### config.mk
export PLATFORM = sky130hd
export DESIGN_NAME = frame_scanner_flat
export DESIGN_NICKNAME = d
export VERILOG_FILES = /design/src/rtl/frame_scan_pkg.sv /design/src/rtl/frame_scanner_if.sv /design/src/rtl/scan_delay_line.sv /design/src/rtl/frame_scanner.sv /design/src/flat_wrapper.sv
export SDC_FILE = /design/constraint.sdc
export NUM_CORES = 1
export LEC_CHECK = 0
export CORE_MARGIN = 1
export CORE_UTILIZATION = 45
export CTS_CLUSTER_SIZE = 12
export DETAILED_ROUTE_END_ITERATION = 10
export GPL_TIMING_DRIVEN = 0
export HOLD_SLACK_MARGIN = 0.02
export PLACE_DENSITY_LB_ADDON = 0.05
export SLEW_MARGIN = 20
export SYNTH_ARGS = -nofsm -noshare
export SYNTH_HDL_FRONTEND = slang
export SYNTH_SLANG_ARGS = --single-unit
### constraint.sdc
create_clock -name Clock -period 6.3 [get_ports Clock]
set_input_delay 1.26 -clock Clock [delete_from_list [all_inputs] [get_ports Clock]]
set_output_delay 1.26 -clock Clock [all_outputs]
set_load 0.02 [all_outputs]
### src/rtl/frame_scan_pkg.sv
// Shared types and constants for the frame_scanner display sweep.
package frame_scan_pkg;

  localparam int unsigned XW = 9;
  localparam int unsigned YW = 8;
  localparam int unsigned CW = 4;

  localparam int unsigned DEF_H_RES    = 320;
  localparam int unsigned DEF_V_RES    = 240;
  localparam int unsigned DEF_PIPE_LAT = 3;

  localparam logic [CW-1:0] CHOICE_SPLASH = 4'b0000;
  localparam logic [CW-1:0] CHOICE_MENU   = 4'b0001;

  typedef enum logic [2:0] {
    ST_IDLE,
    ST_CLEAR,
    ST_SCAN,
    ST_DRAIN,
    ST_DONE
  } scan_state_e;

  typedef enum logic {
    OWNER_MENU,
    OWNER_GAME
  } owner_e;

  typedef struct packed {
    logic          valid;
    logic [XW-1:0] x;
    logic [YW-1:0] y;
  } pix_t;

  // Splash and menu screens are both drawn by the menu source.
  function automatic owner_e owner_of(input logic [CW-1:0] choice);
    return (choice == CHOICE_SPLASH || choice == CHOICE_MENU) ? OWNER_MENU : OWNER_GAME;
  endfunction

endpackage

### src/rtl/frame_scanner_if.sv
// Source/framebuffer side bundle of the frame_scanner.
interface frame_scanner_if;
  import frame_scan_pkg::*;

  logic          FrameTick;
  logic [CW-1:0] GameChoice;
  logic          MenuCol;
  logic          GameCol;
  logic [XW-1:0] VGAx;
  logic [YW-1:0] VGAy;
  logic          MenuEnable;
  logic          GameEnable;
  logic [XW-1:0] WrX;
  logic [YW-1:0] WrY;
  logic          WrCol;
  logic          WrEn;
  logic          Busy;
  logic          FrameDone;

  modport master (
    output FrameTick, GameChoice, MenuCol, GameCol,
    input  VGAx, VGAy, MenuEnable, GameEnable, WrX, WrY, WrCol, WrEn, Busy, FrameDone
  );

  modport slave (
    input  FrameTick, GameChoice, MenuCol, GameCol,
    output VGAx, VGAy, MenuEnable, GameEnable, WrX, WrY, WrCol, WrEn, Busy, FrameDone
  );

endinterface

### src/rtl/scan_delay_line.sv
// Fixed-depth shift register aligning sweep coordinates with source colour.
module scan_delay_line
  import frame_scan_pkg::*;
#(
  parameter int unsigned DEPTH = DEF_PIPE_LAT
) (
  input  logic clk,
  input  logic rst,
  input  pix_t din,
  output pix_t dout
);

  pix_t stage [DEPTH];

  // Shift one stage per clock; reset flushes every stage.
  always_ff @(posedge clk or posedge rst) begin
    if (rst) begin
      for (int i = 0; i < int'(DEPTH); i++) stage[i] <= '0;
    end else begin
      stage[0] <= din;
      for (int i = 1; i < int'(DEPTH); i++) stage[i] <= stage[i-1];
    end
  end

  assign dout = stage[DEPTH-1];

endmodule

### src/rtl/frame_scanner.sv
// Frame sweep controller and menu/game display arbiter.
// Optional pre-scan clear pass enabled by defining FRAME_SCANNER_CLEAR_EN.
module frame_scanner
  import frame_scan_pkg::*;
#(
  parameter int unsigned H_RES    = DEF_H_RES,
  parameter int unsigned V_RES    = DEF_V_RES,
  parameter int unsigned PIPE_LAT = DEF_PIPE_LAT
) (
  input logic            Clock,
  input logic            Reset,
  frame_scanner_if.slave bus
);

  localparam int unsigned DW = (PIPE_LAT > 1) ? $clog2(PIPE_LAT) : 1;

`ifdef FRAME_SCANNER_CLEAR_EN
  localparam scan_state_e FIRST_ST = ST_CLEAR;
`else
  localparam scan_state_e FIRST_ST = ST_SCAN;
`endif

  scan_state_e   state_q, state_d;
  owner_e        owner_q, owner_d;
  logic [XW-1:0] x_q, x_d;
  logic [YW-1:0] y_q, y_d;
  logic [DW-1:0] drain_q, drain_d;
  logic          pending_q, pending_d;
  logic          start;
  logic          x_last, y_last, in_frame;

  logic busy_q, menu_en_q, game_en_q, done_q;
  pix_t scan_q, dl_q, clr_q;

  assign x_last   = (x_q == XW'(H_RES - 1));
  assign y_last   = (y_q == YW'(V_RES - 1));
  assign in_frame = (state_q == ST_CLEAR) || (state_q == ST_SCAN) || (state_q == ST_DRAIN);

  // FSM and sweep counter registers.
  always_ff @(posedge Clock or posedge Reset) begin
    if (Reset) begin
      state_q   <= ST_IDLE;
      owner_q   <= OWNER_MENU;
      x_q       <= '0;
      y_q       <= '0;
      drain_q   <= '0;
      pending_q <= 1'b0;
    end else begin
      state_q   <= state_d;
      owner_q   <= owner_d;
      x_q       <= x_d;
      y_q       <= y_d;
      drain_q   <= drain_d;
      pending_q <= pending_d;
    end
  end

  // Next state; owner is latched only at frame start.
  always_comb begin
    state_d   = state_q;
    owner_d   = owner_q;
    x_d       = x_q;
    y_d       = y_q;
    drain_d   = drain_q;
    pending_d = pending_q;
    start     = 1'b0;
    case (state_q)
      ST_IDLE: begin
        if (bus.FrameTick || pending_q) start = 1'b1;
      end
      ST_CLEAR, ST_SCAN: begin
        if (bus.FrameTick) pending_d = 1'b1;
        if (x_last) begin
          x_d = '0;
          if (y_last) begin
            y_d     = '0;
            state_d = (state_q == ST_CLEAR) ? ST_SCAN : ST_DRAIN;
          end else begin
            y_d = y_q + YW'(1);
          end
        end else begin
          x_d = x_q + XW'(1);
        end
      end
      ST_DRAIN: begin
        if (bus.FrameTick) pending_d = 1'b1;
        if (drain_q == DW'(PIPE_LAT - 1)) begin
          drain_d = '0;
          state_d = ST_DONE;
        end else begin
          drain_d = drain_q + DW'(1);
        end
      end
      ST_DONE: begin
        if (bus.FrameTick || pending_q) start = 1'b1;
        else                            state_d = ST_IDLE;
      end
      default: state_d = ST_IDLE;
    endcase
    if (start) begin
      owner_d   = owner_of(bus.GameChoice);
      pending_d = 1'b0;
      x_d       = '0;
      y_d       = '0;
      drain_d   = '0;
      state_d   = FIRST_ST;
    end
  end

  // Registered status and sweep coordinate outputs.
  always_ff @(posedge Clock or posedge Reset) begin
    if (Reset) begin
      busy_q    <= 1'b0;
      menu_en_q <= 1'b0;
      game_en_q <= 1'b0;
      done_q    <= 1'b0;
      scan_q    <= '0;
    end else begin
      busy_q       <= in_frame;
      menu_en_q    <= in_frame && (owner_q == OWNER_MENU);
      game_en_q    <= in_frame && (owner_q == OWNER_GAME);
      done_q       <= (state_q == ST_DONE);
      scan_q.valid <= (state_q == ST_SCAN);
      scan_q.x     <= (state_q == ST_SCAN) ? x_q : '0;
      scan_q.y     <= (state_q == ST_SCAN) ? y_q : '0;
    end
  end

`ifdef FRAME_SCANNER_CLEAR_EN
  // Direct colour-0 writes during the clear pass, bypassing the delay line.
  always_ff @(posedge Clock or posedge Reset) begin
    if (Reset) begin
      clr_q <= '0;
    end else begin
      clr_q.valid <= (state_q == ST_CLEAR);
      clr_q.x     <= (state_q == ST_CLEAR) ? x_q : '0;
      clr_q.y     <= (state_q == ST_CLEAR) ? y_q : '0;
    end
  end
`else
  assign clr_q = '0;
`endif

  scan_delay_line #(
    .DEPTH (PIPE_LAT)
  ) u_delay (
    .clk  (Clock),
    .rst  (Reset),
    .din  (scan_q),
    .dout (dl_q)
  );

  assign bus.VGAx       = scan_q.x;
  assign bus.VGAy       = scan_q.y;
  assign bus.Busy       = busy_q;
  assign bus.MenuEnable = menu_en_q;
  assign bus.GameEnable = game_en_q;
  assign bus.FrameDone  = done_q;
  assign bus.WrEn       = dl_q.valid | clr_q.valid;
  assign bus.WrX        = dl_q.valid ? dl_q.x : clr_q.x;
  assign bus.WrY        = dl_q.valid ? dl_q.y : clr_q.y;
  assign bus.WrCol      = dl_q.valid & ((owner_q == OWNER_GAME) ? bus.GameCol : bus.MenuCol);

endmodule

### src/flat_wrapper.sv
// flat-port wrapper written by rule: the top's interface ports become plain ports
module frame_scanner_flat import frame_scan_pkg::*;
#(
  parameter int unsigned H_RES    = DEF_H_RES,
  parameter int unsigned V_RES    = DEF_V_RES,
  parameter int unsigned PIPE_LAT = DEF_PIPE_LAT
)
  (Clock, Reset, bus_FrameTick, bus_GameChoice, bus_MenuCol, bus_GameCol, bus_VGAx, bus_VGAy, bus_MenuEnable, bus_GameEnable, bus_WrX, bus_WrY, bus_WrCol, bus_WrEn, bus_Busy, bus_FrameDone);
  frame_scanner_if bus_i ();
  input logic Clock;
  input logic Reset;
  input wire logic [$bits(bus_i.FrameTick)-1:0] bus_FrameTick;
  input wire logic [$bits(bus_i.GameChoice)-1:0] bus_GameChoice;
  input wire logic [$bits(bus_i.MenuCol)-1:0] bus_MenuCol;
  input wire logic [$bits(bus_i.GameCol)-1:0] bus_GameCol;
  output wire logic [$bits(bus_i.VGAx)-1:0] bus_VGAx;
  output wire logic [$bits(bus_i.VGAy)-1:0] bus_VGAy;
  output wire logic [$bits(bus_i.MenuEnable)-1:0] bus_MenuEnable;
  output wire logic [$bits(bus_i.GameEnable)-1:0] bus_GameEnable;
  output wire logic [$bits(bus_i.WrX)-1:0] bus_WrX;
  output wire logic [$bits(bus_i.WrY)-1:0] bus_WrY;
  output wire logic [$bits(bus_i.WrCol)-1:0] bus_WrCol;
  output wire logic [$bits(bus_i.WrEn)-1:0] bus_WrEn;
  output wire logic [$bits(bus_i.Busy)-1:0] bus_Busy;
  output wire logic [$bits(bus_i.FrameDone)-1:0] bus_FrameDone;
  assign bus_i.FrameTick = bus_FrameTick;
  assign bus_i.GameChoice = bus_GameChoice;
  assign bus_i.MenuCol = bus_MenuCol;
  assign bus_i.GameCol = bus_GameCol;
  assign bus_VGAx = bus_i.VGAx;
  assign bus_VGAy = bus_i.VGAy;
  assign bus_MenuEnable = bus_i.MenuEnable;
  assign bus_GameEnable = bus_i.GameEnable;
  assign bus_WrX = bus_i.WrX;
  assign bus_WrY = bus_i.WrY;
  assign bus_WrCol = bus_i.WrCol;
  assign bus_WrEn = bus_i.WrEn;
  assign bus_Busy = bus_i.Busy;
  assign bus_FrameDone = bus_i.FrameDone;
  frame_scanner #(.H_RES(H_RES), .V_RES(V_RES), .PIPE_LAT(PIPE_LAT)) u_core (.Clock(Clock), .Reset(Reset), .bus(bus_i));
endmodule
==> flow_summary.ini <==
[clocking]
cts_buffers = 9
cts_hold_repair.buffers = 0
cts_root_buf = clkbuf_8
h-tree-depth = 3
postCtsResizedCells = 0
cts_tree = built
post_cts_buffers = 0
clkLatencyLatePin_ns = 0.36
clock-sinks = 100
clk_pin_slew_ns = 0.10
clk_path_buf_depth = 2

[routing]
drt-initial-drc-count = 87
wl_um = 5970
routed_via_density = 4.80
first_pass_iters = 4
drc = 0
wl_per_cell_um = 13.4
ant_nets = 0
num_vias = 2145

[pwr]
switchingPower_uw = 432
powerDensity_nw_per_um2 = 341
p_leak_uw = 0.00199
power_report.internal_total_uw = 1090
swShare_pct = 28.4
pwr-share-clk_pct = 25.3
combPwrFrac_pct = 20.5
pwr-share-seq_pct = 54.2
max-vdd-ir-drop_mv = 0.145

[logic_synthesis]
ys_types = 42
yosysWarnings = 0
synth_xor_area_share_pct = 1.17
synth-edff-count = 0
netlist.area_leader.share_pct = 68.9
yosys.area_share.adder_pct = 0.689
synth_top_family_by_area = simple AND/OR/NAND/NOR gates
synth_commonest_cells = dfrtp_1 (100), and2_1 (30), buf_4 (17), nand2_1 (16), nor2_1 (16)
ys_top_cells_by_area = dfrtp_1 (69%), and2_1 (5.2%), buf_4 (3.5%)
yosysTopAreaCell = dfrtp_1
syn_avg_cell_area_um2 = 12.9
synthSimpleGateAreaFrac_pct = 17.5
synth_area_um2 = 3630
ys_async_sr_fraction_pct = 100
yosys_most_used_dff = dfrtp_1
synth_seq_cells = 100
syn-num-nets = 292
synth_compound_area_share_pct = 5.03
yosysMostFrequentCell = dfrtp_1
synth-seq-area-share_pct = 68.9
muxShareOfSynthArea_pct = 1.72
synth_cells = 281

[flow_run]
max_cap_viol_count = 0

[timing]
tightest_slew_ns = 0.623
post-route-min-period_ns = 3.76
tns_ns = 0
final_max_slew_viol_count = 0
final-hold-violation-count = 0
slew-limit-headroom_pct = 58.2
rsz0062_at_grt = false
hold_ws_ns = 0.350
worst_clock_skew_ns = 0.00665
max_freq_mhz = 266
fin_crit_sh_pct = 59.7
setup_viol = 0

[worst_setup_path]
cp.arrival_ns = 2.50
required_ns = 5.04
crit_type = in2out
path_delay_family = buffers and inverters
cp-end-kind = output pin
critPathMaxFanout = 1
cp-start-kind = input port
cp_common_cell = clkdlybuf4s50_1
cp.buffers_inverters = 2
path_cells = clkdlybuf4s50_1 -> mux2i_1 -> nor2b_1 -> clkdlybuf4s50_1
cp_slowest_stage_delay_ns = 0.61
slowest_stage = clkdlybuf4s50_1

[grt]
grt_start_max_net_pins = 74
grt_pass1_wl_um = 10100
grt_use_total_pct = 16.0
antenna_found_initial = 0
gr-total-overflow = 0
grt_pass1_vias = 2005

[final_layout]
multi_input_area_um2 = 948
syn_to_final_growth_pct = 22.7
num_antenna_cells = 0
drive_gt1_share_pct = 13.6
ff_latch_area_um2 = 2500
n_fill_cell = 655
nets = 351

[outcome]
outcome = completed

[floorplanning]
dieWidth_um = 91.8
core_um2 = 7770
io_pins = 49
start_util_pct = 46.7
dieArea_um2 = 8430
die_y_um = 91.8
rows = 32

[hold_path]
hold_class = reg2reg

[place]
place_hpwl_um = 4190
numPortBuffers = 47
routabilityCongestion = 0.853
[cell type report]
class                      count  share of cell area (%)
buffer                        23                    3.43
clock buffer                  10                    3.09
clock inverter                 6                    1.26
inverter                       7                   0.702
multi-input combinational    151                    21.3
sequential                   100                    56.2
tap                          102                    2.87
timing repair buffer          48                    11.2
[flip-flops by register name, summed over array words and instances (netlist names)]
| signal | count |
|---|---|
| u_core.u_delay.stage | 36 |
| u_core.u_delay.dout | 18 |
| u_core.bus.VGAx | 9 |
| u_core.x_q | 9 |
| u_core.bus.VGAy | 8 |
| u_core.y_q | 8 |
| u_core.state_q | 3 |
| u_core.drain_q | 2 |
| u_core.bus.Busy | 1 |
| u_core.bus.FrameDone | 1 |
| u_core.bus.GameEnable | 1 |
| u_core.bus.MenuEnable | 1 |
| u_core.owner_q | 1 |
| u_core.pending_q | 1 |
| u_core.scan_q | 1 |
[stage by stage]
step	power, uW	instances	utilization (%)	cell area, um2	worst slack (ns)
floorplan	1010	281	-	3630	2.42
global placement	1140	430	54.4	4230	1.02
detailed placement	1150	431	54.8	4260	2.53
CTS	1540	447	57.3	4450	2.53
global route	1600	447	57.3	4450	2.49
finish	1520	447	57.3	4450	2.54
[power by group through the flow]
stage / registers (uW) / logic, uW / clock network, uW
finish: 823 / 312 / 385
global route: 839 / 336 / 426
CTS: 824 / 316 / 399
detailed placement: 838 / 316 / 0
global placement: 833 / 310 / 0
floorplan: 818 / 194 / 0
[worst reg2reg max path, cell delays in order (launching register included)]
cell and delay (ns):
dfrtp_1 0.46, or2_2 0.34, nor2_1 0.35, buf_2 0.33, o22ai_1 0.14, a22o_1 0.26
[metal layers]
| metal | wire length [um] | track usage, % |
|---|---|---|
| met5 | 0 | 0 |
| met4 | 131 | 8.59 |
| met3 | 245 | 2.74 |
| met2 | 2610 | 22.6 |
| met1 | 2980 | 23.6 |
[worst paths after layout]
path | startpoint | to | slack [ns] | cells after the start
min in group asynchronous | Reset | u_core.u_delay.dout[7]$_DFF_PP0_ | 1.22 | 2
worst max-delay path | bus_MenuCol | bus_WrCol | 2.54 | 4
worst min register to register | u_core.u_delay.stage[36]$_DFF_PP0_ | u_core.u_delay.stage[18]$_DFF_PP0_ | 0.35 | 0
worst max register to register | u_core.state_q[1]$_DFFE_PP0P_ | u_core.y_q[6]$_DFFE_PP0P_ | 4.33 | 5
max in group asynchronous | Reset | u_core.u_delay.stage[50]$_DFF_PP0_ | 4.47 | 3
worst min-delay path | u_core.u_delay.stage[36]$_DFF_PP0_ | u_core.u_delay.stage[18]$_DFF_PP0_ | 0.35 | 0
[cells in the final DEF (no fill, tap or decap), types with 3 or more instances in the layout]
cell type and n:
a22o_1 3, clkbuf_1 3, dfrtp_1 100, o21ai_0 4, nand3b_1 3, nor3_1 7, nand2_1 16, clkdlybuf4s50_1 47
clkinv_4 3, nor2b_1 4, nand4_1 4, and2_1 30, a31oi_1 4, buf_4 17, a21oi_1 6, mux2i_1 4
and3_1 3, nand4b_1 3, nor2_1 16, o22ai_1 5, xnor2_1 3, nor4_1 6, nand3_1 8, inv_1 6
clkbuf_8 10
[cells by family after synthesis]
family	Yosys count
buf+inv	30
flops	100
xor+xnor	4
simple gates	111
mux	6
fa+ha+maj	2
compound gates	28
Note: power is estimated with default switching activity, not from simulation.
